File: config.mk
export PLATFORM = sky130hd
export DESIGN_NAME = count_sequencer
export DESIGN_NICKNAME = d
export VERILOG_FILES = /design/src/rtl/count_sequencer_pkg.sv /design/src/rtl/count_sequencer_btn_oneshot.sv /design/src/rtl/count_sequencer.sv
export SDC_FILE = /design/constraint.sdc
export NUM_CORES = 1
export LEC_CHECK = 0
export BUFFER_PORTS_ARGS = -buffer_cell sky130_fd_sc_hd__buf_4
export CORE_MARGIN = 4
export CORE_UTILIZATION = 35
export DETAILED_ROUTE_END_ITERATION = 10
export PLACE_DENSITY_LB_ADDON = 0.1
export SLEW_MARGIN = 20
export SYNTH_ARGS = -nofsm -noshare
export SYNTH_HDL_FRONTEND = slang
export SYNTH_SLANG_ARGS = --single-unit
export TNS_END_PERCENT = 30
File: constraint.sdc
create_clock -name clk -period 1.77 [get_ports clk]
set_input_delay 0.177 -clock clk [delete_from_list [all_inputs] [get_ports clk]]
set_output_delay 0.177 -clock clk [all_outputs]
set_load 0.03 [all_outputs]
File: src/rtl/count_sequencer_pkg.sv
// Shared definitions for the count_sequencer run controller.
//   state_t     : FSM encoding, also driven out on state_out for the display
//   LIMIT_MAX_DEFAULT : two-digit display ceiling for the terminal count
//   clamp_limit : saturates a requested terminal count to a ceiling
package count_sequencer_pkg;

  typedef enum logic [1:0] {
    ST_IDLE  = 2'd0,
    ST_RUN   = 2'd1,
    ST_PAUSE = 2'd2,
    ST_DONE  = 2'd3
  } state_t;

  localparam int LIMIT_MAX_DEFAULT = 99;

  function automatic logic [6:0] clamp_limit(input logic [6:0] req,
                                             input logic [6:0] ceil);
    return (req > ceil) ? ceil : req;
  endfunction

endpackage

File: src/rtl/count_sequencer_btn_oneshot.sv
// Button conditioner: two-flop synchronizer followed by a rising-edge
// detector. A held button yields exactly one single-cycle pulse.
//   clk     : system clock
//   rst_n   : asynchronous active-low reset
//   i_btn   : raw asynchronous button level
//   o_pulse : one-cycle command pulse (sync2 & ~prev)
module btn_oneshot
  import count_sequencer_pkg::*;
(
  input  logic clk,
  input  logic rst_n,
  input  logic i_btn,
  output logic o_pulse
);

  logic r_sync1;
  logic r_sync2;
  logic r_prev;

  always_ff @(posedge clk or negedge rst_n) begin
    if (!rst_n) begin
      r_sync1 <= 1'b0;
      r_sync2 <= 1'b0;
      r_prev  <= 1'b0;
    end else begin
      r_sync1 <= i_btn;
      r_sync2 <= r_sync1;
      r_prev  <= r_sync2;
    end
  end

  assign o_pulse = r_sync2 & ~r_prev;

endmodule

File: src/rtl/count_sequencer.sv
// Run controller for the 7-bit up-counter datapath.
// Conditions start/pause/clear buttons into one-shot commands, latches a
// clamped terminal count, gates the counter enable so counting stops exactly
// at the limit, and issues counter clears.
//   clk, reset   : clock, asynchronous active-low reset
//   start/pause/clear : raw button levels
//   max_count    : requested terminal count (sampled on accepted start)
//   auto_reload  : 1 = restart from 0 at the limit, 0 = stop
//   count_in     : current counter value from the datapath
//   cnt_enable   : counter increment enable (combinational)
//   cnt_clear    : registered one-cycle counter clear
//   done         : registered one-cycle completion pulse
//   busy         : high in RUN or PAUSE
//   laps         : saturating auto-reload completion count
//   state_out    : IDLE=0, RUN=1, PAUSE=2, DONE=3
module count_sequencer
  import count_sequencer_pkg::*;
#(
  parameter int LIMIT_MAX = LIMIT_MAX_DEFAULT,
  parameter int LAP_W     = 4
) (
  input  logic             clk,
  input  logic             reset,
  input  logic             start,
  input  logic             pause,
  input  logic             clear,
  input  logic [6:0]       max_count,
  input  logic             auto_reload,
  input  logic [6:0]       count_in,
  output logic             cnt_enable,
  output logic             cnt_clear,
  output logic             done,
  output logic             busy,
  output logic [LAP_W-1:0] laps,
  output logic [1:0]       state_out
);

  localparam logic [6:0]       LIMIT_CEIL = 7'(LIMIT_MAX);
  localparam logic [LAP_W-1:0] LAPS_SAT   = '1;

  logic w_start;
  logic w_pause;
  logic w_clr;

  btn_oneshot u_start (.clk(clk), .rst_n(reset), .i_btn(start), .o_pulse(w_start));
  btn_oneshot u_pause (.clk(clk), .rst_n(reset), .i_btn(pause), .o_pulse(w_pause));
  btn_oneshot u_clear (.clk(clk), .rst_n(reset), .i_btn(clear), .o_pulse(w_clr));

  state_t           r_state;
  logic [6:0]       r_limit;
  logic [LAP_W-1:0] r_laps;
  logic             r_cnt_clear;
  logic             r_done;

  logic [6:0] w_limit_new;
  logic       w_at_limit;

  assign w_limit_new = clamp_limit(max_count, LIMIT_CEIL);
  // ">=" so a counter disturbed past the limit still terminates the run.
  assign w_at_limit  = (count_in >= r_limit);

  always_ff @(posedge clk or negedge reset) begin
    if (!reset) begin
      r_state     <= ST_IDLE;
      r_limit     <= '0;
      r_laps      <= '0;
      r_cnt_clear <= 1'b0;
      r_done      <= 1'b0;
    end else begin
      r_cnt_clear <= 1'b0;
      r_done      <= 1'b0;
      if (w_clr) begin
        r_state     <= ST_IDLE;
        r_cnt_clear <= 1'b1;
        r_laps      <= '0;
      end else begin
        case (r_state)
          ST_IDLE, ST_DONE: begin
            if (w_start) begin
              r_limit     <= w_limit_new;
              r_cnt_clear <= 1'b1;
              r_laps      <= '0;
              if (w_limit_new == 7'd0) begin
                r_state <= ST_DONE;
                r_done  <= 1'b1;
              end else begin
                r_state <= ST_RUN;
              end
            end
          end
          ST_RUN: begin
            // While a clear is in flight count_in still shows the stale
            // value, so the limit check waits until the clear has landed.
            if (w_pause) begin
              r_state <= ST_PAUSE;
            end else if (!r_cnt_clear && w_at_limit) begin
              if (auto_reload) begin
                r_cnt_clear <= 1'b1;
                if (r_laps != LAPS_SAT) r_laps <= r_laps + 1'b1;
              end else begin
                r_state <= ST_DONE;
                r_done  <= 1'b1;
              end
            end
          end
          ST_PAUSE: begin
            if (w_pause || w_start) r_state <= ST_RUN;
          end
          default: r_state <= ST_IDLE;
        endcase
      end
    end
  end

  assign cnt_enable = (r_state == ST_RUN) & ~r_cnt_clear & ~w_at_limit;
  assign cnt_clear  = r_cnt_clear;
  assign done       = r_done;
  assign busy       = (r_state == ST_RUN) || (r_state == ST_PAUSE);
  assign laps       = r_laps;
  assign state_out  = r_state;

endmodule

==> flow_metrics.env <==
export IMPL_status="finished, violations left"
export IMPL_violations="setup timing"
export IMPL_critPathKind="flip-flop to primary output"
export IMPL_r2r_cells=7
export IMPL_clock_root_buffer="clkbuf_8"
export IMPL_synthSimpleGateAreaFrac=0.175
export IMPL_crit_path_start_kind="flip-flop"
export IMPL_first_pass_iters=4
export IMPL_areaGrowthSynthToFinish_pct=37.6
export IMPL_max_freq_mhz=485
export IMPL_nets=206
export IMPL_grt_pass1_vias=1165
export IMPL_n_fill_cell=356
export IMPL_drtIter0Drc=91
export IMPL_finalSetupTns_ns=-0.859
export IMPL_synth_most_common_cell="dfrtp_1"
export IMPL_ys_types=33
export IMPL_setup_violations=7
export IMPL_tightest_slew_ns=0.412
export IMPL_async_reset_ff_frac=1.00
export IMPL_cap_violations=0
export IMPL_netlist_area_leader_share=0.455
export IMPL_drc_errors=0
export IMPL_endpoint_kind="primary output"
export IMPL_hold_depth=2
export IMPL_cts_sinks=24
export IMPL_layout_min_cycle_time_ns=2.06
export IMPL_synth_top_family_by_area="compound AO/OA/AOI/OAI gates"
export IMPL_slew_headroom=0.723
export IMPL_wl_per_cell_um=14.5
export IMPL_synthMuxAreaShare=0.00759
export IMPL_track_usage=0.142
export IMPL_routed_wl_um=3210
export IMPL_ant_nets=0
export IMPL_seq_area_frac_synth=0.455
export IMPL_dpl_hpwl_um=2400
export IMPL_syn_avg_cell_area_um2=9.99
export IMPL_routabilityCongestion=0.855
export IMPL_instances_no_fill=222
export IMPL_num_rows=22
export IMPL_syn_cell_area_mm2=0.00132
export IMPL_start_util=0.360
export IMPL_yosys_area_share_adder=0.104
export IMPL_layout_drive_gt1_share=0.305
export IMPL_synthXorXnorAreaFrac=0
export IMPL_rsz0062_at_grt="yes"
export IMPL_synth_edff_count=0
export IMPL_power_leakage_nw=0.843
export IMPL_io_buffers=29
export IMPL_die_x_um=69.4
export IMPL_arrival_ns=1.89
export IMPL_grt_max_degree=25
export IMPL_maxSlewViolCount=0
export IMPL_vdd_drop_max_mv=0.599
export IMPL_finalClockSkew_ns=0.00125
export IMPL_placed_cells=212
export IMPL_critPathMaxFanout=6
export IMPL_h_tree_depth=1
export IMPL_synth_common_cells="dfrtp_1 (24), ha_1 (11), inv_1 (11)"
export IMPL_coreArea_mm2=0.00366
export IMPL_setup_ws_ns=-0.294
export IMPL_dieArea_mm2=0.00481
export IMPL_finalHoldViolCount=0
export IMPL_cts_buffers=3
export IMPL_cts_path_max_buffers=2
export IMPL_io_pins=30
export IMPL_synth_area_leader_cell="dfrtp_1"
export IMPL_insertion_delay_ns=0.27
export IMPL_antennaDiodeCount=0
export IMPL_ys_warn_count=0
export IMPL_viasPerCell=5.22
export IMPL_synth_seq_cells=24
export IMPL_path_clk_slew_ns=0.09
export IMPL_synth_ff_type="dfrtp_1"
export IMPL_dr_total_vias=1159
export IMPL_antenna_found_initial=0
export IMPL_cp_required_ns=1.59
export IMPL_gr_total_overflow=0
export IMPL_synth_area_leaders="dfrtp_1 (46%), ha_1 (10%), nand3_1 (3.4%)"
export IMPL_die_y_um=69.4
export IMPL_cts_tree="yes"
export IMPL_hold_path_class="primary input to flip-flop"
export IMPL_grt_pass1_wl_um=5590
export IMPL_post_route_period_util=1.17
export IMPL_power_density_mw_per_mm2=1430
export IMPL_syn_instance_count=132
export IMPL_synth_compound_area_frac=0.213
export IMPL_syn_nets=163
-- flip-flops by register name (all words and copies together) (netlist names) --
register,count
cnt_clear,1
done,1
laps,4
r_limit,7
state_out,2
u_clear.r_prev,1
u_clear.r_sync1,1
u_clear.r_sync2,1
u_pause.r_prev,1
u_pause.r_sync1,1
u_pause.r_sync2,1
u_start.r_prev,1
u_start.r_sync1,1
u_start.r_sync2,1
-- area by class of cell --
type | instances | area [µm²] | area share
tap | 48 | 60.1 | 0.0331
clock buffer | 3 | 41.3 | 0.0228
sequential | 24 | 602 | 0.332
inverter | 11 | 41.3 | 0.0228
timing repair buffer | 42 | 337 | 0.186
clock inverter | 1 | 30.0 | 0.0166
multi-input combinational | 93 | 703 | 0.388
-- power breakdown --
group          internal (mW)  switching, mW  total, mW
logic                  0.607          0.758       1.37
clock network          0.302          0.184      0.487
registers              0.667         0.0720      0.739
total                   1.58           1.01       2.59
-- routing by layer --
layer	vias up	wire, µm	global-route usage
met5	-	0	0
met4	0	24	0.0412
met3	2	136	0.0275
met2	25	1560	0.234
met1	566	1490	0.187
li1	566	-	-
-- worst max-delay path, cell delays in order (launching register included) --
cell and delay [ns]:
dfrtp_1 0.39, ha_1 0.27, nand2b_4 0.15, a2111oi_4 0.30
o21ai_2 0.11, buf_6 0.15, nor3_4 0.11, buf_6 0.15
-- timing repair --
item,CTS,global route
setup buffers,1,1
pin swaps,6,1
hold endpoints to repair,24,3
resized for setup,5,2
setup endpoints to repair,7,8
hold buffers,1,3
-- final timing paths --
kind | start | slack, ns | end
hold reg to reg | u_pause.r_sync1 | 0.36 | u_pause.r_sync2
max in group asynchronous | reset | 1.17 | state_out[0]
setup / recovery | r_limit[0] | -0.29 | cnt_enable
min in group asynchronous | reset | 0.35 | laps[3]
hold / removal | max_count[0] | 0.13 | r_limit[0]
setup reg to reg | r_limit[0] | -0.20 | state_out[1]
-- cells in the final DEF (no fill, tap or decap), types with 3 or more instances in the layout --
| cell | n |
|---|---|
| a21o_1 | 5 |
| inv_1 | 11 |
| a211oi_1 | 3 |
| a31oi_1 | 4 |
| nor3_1 | 3 |
| dfrtp_1 | 23 |
| nand2b_1 | 3 |
| nand2_1 | 9 |
| o21ai_0 | 7 |
| ha_1 | 10 |
| buf_6 | 3 |
| nand3_1 | 9 |
| dlygate4sd3_1 | 4 |
| nor2b_1 | 3 |
| a21oi_1 | 6 |
| clkbuf_8 | 3 |
| buf_4 | 35 |
-- through the flow --
stage	cell area, µm²	util	setup WS (ns)	hold WS (ns)	power, mW
floorplan	1350	-	-0.0413	-0.119	1.61
global placement	1660	0.454	-0.0655	0.0973	1.98
detailed placement	1660	0.454	-0.0948	0.101	2.01
CTS	1770	0.484	-0.334	0.00164	2.57
global route	1810	0.496	-0.425	0.129	2.79
finish	1810	0.496	-0.294	0.130	2.59
-- logic make-up after synthesis --
| group | after synthesis |
|---|---|
| AO/OA/AOI/OAI | 39 |
| multiplexers | 1 |
| AND/OR/NAND/NOR | 42 |
| adder cells (fa/ha/maj) | 11 |
| flip-flops | 24 |
| buffers and inverters | 15 |
Power figures use the tool's default switching activity.
